File: config.mk
export PLATFORM = sky130hd
export DESIGN_NAME = wishbone_led_bank
export DESIGN_NICKNAME = d
export VERILOG_FILES = /design/src/rtl/wishbone_led_bank.sv
export SDC_FILE = /design/constraint.sdc
export NUM_CORES = 1
export LEC_CHECK = 0
export ABC_CLOCK_PERIOD_IN_PS = 2400
export CORE_MARGIN = 2
export CORE_UTILIZATION = 52
export DETAILED_ROUTE_END_ITERATION = 6
export HOLD_SLACK_MARGIN = 0.03
export PLACE_DENSITY = 0.85
export SLEW_MARGIN = 20
export SYNTH_ARGS = -nofsm -noshare
export SYNTH_HDL_FRONTEND = slang
export SYNTH_SLANG_ARGS = --single-unit
File: constraint.sdc
create_clock -name i_clk -period 2.4 [get_ports i_clk]
set_clock_uncertainty 0.05 [all_clocks]
set_input_delay 0.48 -clock i_clk [delete_from_list [all_inputs] [get_ports i_clk]]
set_output_delay 0.48 -clock i_clk [all_outputs]
set_load 0.02 [all_outputs]
File: src/rtl/wishbone_led_bank.sv
// Wishbone-attached LED bank: per-channel static/blink control driven by a shared prescaler.
// Single-cycle registered completions; blinking channels share one phase bit.
module wishbone_led_bank #(
  parameter int unsigned      NLEDS     = 8,
  parameter int unsigned      ADDR_W    = 3,
  parameter int unsigned      DIV_W     = 24,
  parameter logic [DIV_W-1:0] DIV_RESET = DIV_W'(24'd13_500_000),
  parameter logic [31:0]      ID_VALUE  = 32'h4C45_4401
) (
  input  logic              i_clk,
  input  logic              i_reset_n,
  input  logic              i_wb_cyc,
  input  logic              i_wb_stb,
  input  logic              i_wb_we,
  input  logic [ADDR_W-1:0] i_wb_addr,
  input  logic [31:0]       i_wb_idata,
  output logic              o_wb_ack,
  output logic              o_wb_stall,
  output logic              o_wb_err,
  output logic [31:0]       o_wb_odata,
  output logic [NLEDS-1:0]  o_led
);

  localparam logic [ADDR_W-1:0] ADDR_ID   = ADDR_W'(0);
  localparam logic [ADDR_W-1:0] ADDR_OUT  = ADDR_W'(1);
  localparam logic [ADDR_W-1:0] ADDR_MODE = ADDR_W'(2);
  localparam logic [ADDR_W-1:0] ADDR_DIV  = ADDR_W'(3);
  localparam logic [ADDR_W-1:0] ADDR_LIM  = ADDR_W'(4);

  logic [NLEDS-1:0] out_r, mode_r, led_r;
  logic [NLEDS-1:0] out_s, mode_s, led_s;
  logic [DIV_W-1:0] div_r, cnt_r, div_s, cnt_s;
  logic             phase_r, phase_s;
  logic             ack_r, err_r, ack_s, err_s;
  logic [31:0]      odata_r, odata_s, rdata_s;
  logic             accept_s, bad_s, wr_s;
  logic             unused_s;

  assign unused_s   = ^i_wb_idata;
  assign o_wb_stall = 1'b0;
  assign o_wb_ack   = ack_r;
  assign o_wb_err   = err_r;
  assign o_wb_odata = odata_r;
  assign o_led      = led_r;

  // Decode the bus request, compute next register state and next LED drive
  always_comb begin
    accept_s = i_wb_cyc & i_wb_stb;
    bad_s    = (i_wb_addr >= ADDR_LIM) | (i_wb_we & (i_wb_addr == ADDR_ID));
    wr_s     = accept_s & i_wb_we & ~bad_s;

    rdata_s = 32'd0;
    case (i_wb_addr)
      ADDR_ID:   rdata_s = ID_VALUE;
      ADDR_OUT:  rdata_s[NLEDS-1:0] = out_r;
      ADDR_MODE: rdata_s[NLEDS-1:0] = mode_r;
      ADDR_DIV:  rdata_s[DIV_W-1:0] = div_r;
      default:   rdata_s = 32'd0;
    endcase

    out_s  = out_r;
    mode_s = mode_r;
    div_s  = div_r;
    if (wr_s && (i_wb_addr == ADDR_OUT)) begin
      out_s = i_wb_idata[NLEDS-1:0];
    end else if (wr_s && (i_wb_addr == ADDR_MODE)) begin
      mode_s = i_wb_idata[NLEDS-1:0];
    end else if (wr_s && (i_wb_addr == ADDR_DIV)) begin
      div_s = i_wb_idata[DIV_W-1:0];
    end else begin
      div_s = div_r;
    end

    // A DIV write restarts the blink cycle and swallows any coincident tick
    if (wr_s && (i_wb_addr == ADDR_DIV)) begin
      cnt_s   = i_wb_idata[DIV_W-1:0];
      phase_s = 1'b0;
    end else if (cnt_r == {DIV_W{1'b0}}) begin
      cnt_s   = div_r;
      phase_s = ~phase_r;
    end else begin
      cnt_s   = cnt_r - DIV_W'(1);
      phase_s = phase_r;
    end

    // Built from next-state values so a write shows on the LEDs alongside its ack
    led_s = (mode_s & {NLEDS{phase_s}}) | (out_s & ~mode_s);

    ack_s   = accept_s & ~bad_s;
    err_s   = accept_s & bad_s;
    if (accept_s && !bad_s && !i_wb_we) begin
      odata_s = rdata_s;
    end else begin
      odata_s = 32'd0;
    end
  end

  // State, prescaler and registered bus/LED outputs
  always_ff @(posedge i_clk or negedge i_reset_n) begin
    if (!i_reset_n) begin
      out_r   <= {NLEDS{1'b0}};
      mode_r  <= {NLEDS{1'b0}};
      div_r   <= DIV_RESET;
      cnt_r   <= DIV_RESET;
      phase_r <= 1'b0;
      led_r   <= {NLEDS{1'b0}};
      ack_r   <= 1'b0;
      err_r   <= 1'b0;
      odata_r <= 32'd0;
    end else begin
      out_r   <= out_s;
      mode_r  <= mode_s;
      div_r   <= div_s;
      cnt_r   <= cnt_s;
      phase_r <= phase_s;
      led_r   <= led_s;
      ack_r   <= ack_s;
      err_r   <= err_s;
      odata_r <= odata_s;
    end
  end

endmodule

==> results_dict.tcl, run 1 <==
set metrics [dict create \
    cts.path.max_buffers 2 \
    grt_pass1_vias 3425 \
    cpPeakStageDelay_ns 0.48 \
    ant_nets 0 \
    clk_pin_slew_ns 0.10 \
    total_power_w 0.00463 \
    swShare 0.327 \
    crit_fanout 11 \
    rows 33 \
    drt-total-wl_um 9530 \
    ff2ff_setup_slack_ns 0.16 \
    num_antenna_cells 0 \
    fin_crit_sh 0.933 \
    synth_area_um2 4460 \
    core_area_um2 8260 \
    grt_pass1_wl_um 16300 \
    dominantRegCellSynth "dfrtp_1" \
    critPathLaunchType "register" \
    grtUsageTotal 0.213 \
    ctsHtreeMaxLevel 3 \
    whs_ns 0.418 \
    power.density_cell_area_nw_per_um2 831 \
    post_cts_resized 0 \
    clkLatencyLatePin_ns 0.36 \
    hp-start "div_r[9]$_DFFE_PN1P_" \
    layout_common_cells "nand2_1, dfrtp_1, clkdlybuf4s50_1" \
    synthCells 412 \
    required_ns 2.62 \
    synth.ff_latch_count 100 \
    ios 83 \
    yosysSeqAreaShare 0.569 \
    dp_hpwl_um 6760 \
    root_buffer "clkbuf_8" \
    cts_tree "done" \
    vias_per_cell 5.43 \
    port_buffers 68 \
    slew_headroom 0.669 \
    rsz0062_at_grt "false" \
    ys_types 50 \
    crit_chain "nor4_1, nand4_2, or3_1, buf_4, and3_1, o31ai_1" \
    final_util 0.675 \
    hp-class "register to register" \
    overflow 0 \
    start_util 0.540 \
    timing.final.crit_period_ns 2.24 \
    place_congestion 0.838 \
    drtIter0Drc 86 \
    cts_buffers 9 \
    synth_top_family_by_area "simple AND/OR/NAND/NOR gates" \
    drv_slew 0 \
    async_flop_share 1.00 \
    synth-compound-area-share 0.0923 \
    remaining_drc_errors 0 \
    cap_violations 0 \
    vias 3298 \
    wl_per_cell_um 15.7 \
    yosys.area_share.adder 0.00561 \
    worst_path_max_delay_cell "or3_1" \
    tightest_slew_ns 0.492 \
    synth-edff-count 0 \
    dr.pass1.iters 4 \
    antenna_found_initial 0 \
    layout_commonest_cell "nand2_1" \
    die_h_um 96.6 \
    crit_arrival_ns 2.46 \
    dp.cells 590 \
    power_frac_seq 0.529 \
    synth_mux_area_frac 0.0939 \
    p_comb_frac 0.258 \
    finalHoldViolCount 0 \
    drive_above_1_share 0.215 \
    switchingPower_w 0.00152 \
    internal-power_w 0.00311 \
    p_clk_frac 0.213 \
    layout.nets 539 \
    startpoint "cnt_r[18]$_DFF_PN1_" \
    synth.avg_cell_area_um2 10.8 \
    synth_xor_xnor_area_share 0.0236 \
    status "complete, no violations" \
    timing.rr.start "cnt_r[18]$_DFF_PN1_" \
    synthSimpleGateAreaFrac 0.183 \
    die_w_um 96.6 \
    finalSetupViolations 0 \
    cts.sinks 100 \
    fmax_mhz 446 \
    worstSetupEndpointType "register" \
    dieArea_um2 9340 \
    p_leak_nw 2.55 \
    synth-warning-count 0 \
    final_cells 607 \
    peakVddDrop_v 0.000393 \
    grt_max_degree 44 \
    path_class "register to register" \
    tns_ns 0 \
    area_growth_pct 25.0 \
]
[through the flow]
step,setup slack [ns],area (um2)
detailed placement,-0.0355,5390
global route,0.0349,5580
CTS,0.143,5580
finish,0.160,5580
floorplan,0.298,4480
global placement,0.0122,5390
[sequential cells by signal (all words and copies together) (netlist names)]
name	cells
o_wb_ack	1
o_led	8
out_r	8
phase_r	1
o_wb_err	1
o_wb_odata	25
mode_r	8
cnt_r	24
div_r	24
[repair_timing]
| action | in CTS | in global routing |
|---|---|---|
| hold buffers | 1 | 0 |
| endpoints found under the hold margin | 21 | 0 |
| setup buffers | 0 | 0 |
[cell usage after synthesis, types with 5 or more instances]
| master | count | area, um2 |
|---|---|---|
| and2_1 | 11 | 68.8 |
| mux2_2 | 31 | 349 |
| o21ai_0 | 30 | 150 |
| mux2i_1 | 7 | 70.1 |
| o221ai_1 | 6 | 52.6 |
| a22oi_1 | 8 | 60.1 |
| nand2_1 | 81 | 304 |
| xor2_1 | 5 | 43.8 |
| dfstp_2 | 28 | 736 |
| nor2_1 | 27 | 101 |
| xnor2_1 | 7 | 61.3 |
| nand4_1 | 6 | 37.5 |
| clkbuf_1 | 12 | 45.0 |
| nor4_1 | 8 | 50.1 |
| dfrtp_1 | 72 | 1800 |
| a21o_1 | 5 | 37.5 |
| buf_4 | 8 | 60.1 |
| nor3_1 | 6 | 30.0 |
[per-layer routing]
layer,part of all wire,global-route usage,up-vias
met2,0.50,0.361,68
met3,0.042,0.0484,16
met4,0.016,0.0693,0
li1,-,-,1588
met5,0,0,-
met1,0.44,0.272,1626
[kinds of logic after synthesis]
| group | Yosys count |
|---|---|
| flip-flops | 100 |
| AO/OA/AOI/OAI | 63 |
| multiplexers | 38 |
| AND/OR/NAND/NOR | 168 |
| other | 1 |
| adder cells (fa/ha/maj) | 2 |
| buffers and inverters | 28 |
| XOR/XNOR | 12 |
[layout make-up]
class                      count  area [um2]
fill                         652        2680
timing repair buffer          94         913
tap                          105         131
clock inverter                 6        47.5
inverter                       3        11.3
multi-input combinational    289        1810
clock buffer                  10         128
sequential                   100        2540
[critical path, delay by kind of cell (launching register included)]
| family | cells | cell delay (ns) |
|---|---|---|
| simple gates | 4 | 1.27 |
| flops | 1 | 0.39 |
| compound gates | 1 | 0.20 |
| buf+inv | 1 | 0.23 |
[power by group through the flow]
stage                     sequential, W  combinational, W  clock [W]
after floorplan                 0.00242          0.000782          0
after global placement          0.00244           0.00115          0
after detailed placement        0.00247           0.00118          0
after CTS                       0.00245           0.00120    0.00101
after global routing            0.00249           0.00134    0.00108
final                           0.00245           0.00120   0.000986
[worst paths after layout]
| path | end | cells past startpoint |
|---|---|---|
| max reg2reg | cnt_r[5]$_DFF_PN1_ | 6 |
| max in group asynchronous | div_r[6]$_DFFE_PN1P_ | 3 |
| min in group asynchronous | cnt_r[21]$_DFF_PN0_ | 2 |
| max | cnt_r[5]$_DFF_PN1_ | 6 |
| min | div_r[9]$_DFFE_PN1P_ | 2 |
| min reg2reg | div_r[9]$_DFFE_PN1P_ | 2 |
(Power assumes the default switching activity.)
==> run 2: changes to the inputs <==
--- a/config.mk
+++ b/config.mk
@@ -7,10 +7,10 @@
 export LEC_CHECK = 0
 export ABC_CLOCK_PERIOD_IN_PS = 2400
 export CORE_MARGIN = 2
-export CORE_UTILIZATION = 52
+export CORE_UTILIZATION = 30
+export CTS_BUF_LIST = sky130_fd_sc_hd__clkbuf_8
 export DETAILED_ROUTE_END_ITERATION = 6
 export HOLD_SLACK_MARGIN = 0.03
-export PLACE_DENSITY = 0.85
 export SLEW_MARGIN = 20
 export SYNTH_ARGS = -nofsm -noshare
 export SYNTH_HDL_FRONTEND = slang
==> results_dict.tcl, run 2 (synthesized netlist as in run 1, its figures left out) <==
set metrics [dict create \
    wl_per_cell_um 14.6 \
    multi_input_area_um2 1810 \
    cts_buffers 9 \
    total_power_w 0.00481 \
    rows 44 \
    gr-usage-met3 0.0314 \
    hp-start "div_r[9]$_DFFE_PN1P_" \
    tns_ns 0 \
    dr.pass1.iters 4 \
    hold_depth 2 \
    root_buffer "clkbuf_8" \
    crit_arrival_ns 2.35 \
    required_ns 2.65 \
    grtUsageTotal 0.133 \
    final_cells 689 \
    path_class "register to register" \
    timing.rr.start "cnt_r[0]$_DFF_PN0_" \
    min_to "div_r[9]$_DFFE_PN1P_" \
    crit_fanout 5 \
    grt_max_degree 41 \
    drv_slew 0 \
    peakVddDrop_v 0.000451 \
    core_area_um2 14500 \
    r2r_end "cnt_r[12]$_DFF_PN1_" \
    remaining_drc_errors 0 \
    layout.nets 542 \
    fmax_mhz 477 \
    nFillCells 1451 \
    worstSetupEndpointType "register" \
    drt-total-wl_um 10100 \
    finalHoldViolCount 0 \
    slew_headroom 0.646 \
    dieArea_um2 15900 \
    grtUsageMet2 0.215 \
    dp.cells 672 \
    die_h_um 126 \
    place_congestion 0.832 \
    use_met1 0.175 \
    cap_violations 0 \
    ios 83 \
    ant_nets 0 \
    vias_per_cell 4.73 \
    largest_reg_flops 25 \
    postCtsSetupRepairBufs 0 \
    power.density_cell_area_nw_per_um2 840 \
    die_w_um 126 \
    dp_hpwl_um 7370 \
    start_util 0.307 \
    finalSetupViolations 0 \
    grt_pass1_wl_um 17000 \
    clkLatencyLatePin_ns 0.39 \
    hp-class "register to register" \
    cts.sinks 100 \
    fin_crit_sh 0.873 \
    drtIter0Drc 170 \
    worst_r2r_path_depth 8 \
    area_growth_pct 28.4 \
    layout_commonest_cell "nand2_1" \
    drive_above_1_share 0.224 \
    busiest_layer "met2" \
    vias 3260 \
    antenna_found_initial 0 \
    rsz0062_at_grt "false" \
    status "complete, no violations" \
    port_buffers 68 \
    overflow 0 \
    ctsHtreeMaxLevel 3 \
    tightest_slew_ns 0.531 \
    p_leak_nw 2.59 \
    timing.final.crit_period_ns 2.10 \
    clk_pin_slew_ns 0.11 \
    layout_common_cells "nand2_1, dfrtp_1, clkdlybuf4s50_1" \
    cts.path.max_buffers 2 \
    cts_tree "done" \
    ff2ff_setup_slack_ns 0.30 \
    seq_area_um2 2540 \
    num_antenna_cells 0 \
    critPathLaunchType "register" \
    grt_pass1_vias 3337 \
]
-- run 2: repair_timing --
action | 4_1_cts | 5_1_grt
hold buffers | 1 | 0
hold endpoints to repair | 23 | 0
resized for setup | 0 | 1
setup endpoints to repair | 0 | 5
-- run 2: layer usage --
layer	routed length, um	vias to the layer above
met5	0	-
met2	4890	52
met3	326	12
met1	4730	1597
met4	133	0
li1	-	1599
-- run 2: layout make-up --
| type | count | area share |
|---|---|---|
| multi-input combinational | 289 | 0.317 |
| clock inverter | 7 | 0.0153 |
| sequential | 100 | 0.443 |
| inverter | 3 | 0.00197 |
| timing repair buffer | 97 | 0.161 |
| clock buffer | 9 | 0.0216 |
| tap | 184 | 0.0402 |
-- run 2: critical path, cell delays in order, from the launching register on --
cell      delay (ns)
dfrtp_1         0.42
inv_1           0.12
ha_1            0.19
nor3b_1         0.18
buf_4           0.17
nand3_1         0.11
or3_2           0.44
xor2_1          0.15
o221ai_1        0.17
-- run 2: worst max path at each step --
stage,start,to,slack (ns),cells past startpoint
final,cnt_r[0]$_DFF_PN0_,cnt_r[12]$_DFF_PN1_,0.30,8
after detailed placement,i_wb_stb,o_led[0]$_DFF_PN0_,0.005,6
after global routing,cnt_r[0]$_DFF_PN0_,cnt_r[18]$_DFF_PN1_,0.10,8
after CTS,cnt_r[18]$_DFF_PN1_,cnt_r[12]$_DFF_PN1_,0.20,6
after global placement,i_wb_cyc,o_led[1]$_DFF_PN0_,0.04,6
after floorplan,cnt_r[0]$_DFF_PN0_,cnt_r[12]$_DFF_PN1_,0.30,7
-- run 2: through the flow --
| stage | hold WS (ns) | worst slack (ns) | instance area, um2 | utilization |
|---|---|---|---|---|
| floorplan | 0.134 | 0.298 | 4480 | - |
| global placement | 0.399 | 0.0360 | 5500 | 0.378 |
| detailed placement | 0.404 | 0.00531 | 5500 | 0.378 |
| CTS | 0.420 | 0.197 | 5720 | 0.394 |
| global route | 0.445 | 0.103 | 5730 | 0.394 |
| finish | 0.416 | 0.304 | 5730 | 0.394 |
-- run 2: report_power, final --
part	switching [W]	internal, W	total, W
Clock	0.000649	0.000510	0.00116
Sequential	0.000320	0.00213	0.00245
Combinational	0.000597	0.000609	0.00121
==> run 3: changes to the inputs <==
--- a/config.mk
+++ b/config.mk
@@ -10,6 +10,7 @@
 export CORE_UTILIZATION = 30
 export CTS_BUF_LIST = sky130_fd_sc_hd__clkbuf_8
 export DETAILED_ROUTE_END_ITERATION = 6
+export GPL_ROUTABILITY_DRIVEN = 0
 export HOLD_SLACK_MARGIN = 0.03
 export SLEW_MARGIN = 20
 export SYNTH_ARGS = -nofsm -noshare
==> results of run 3 <==
Final layout, timing and power as in run 2 (identical DEF).
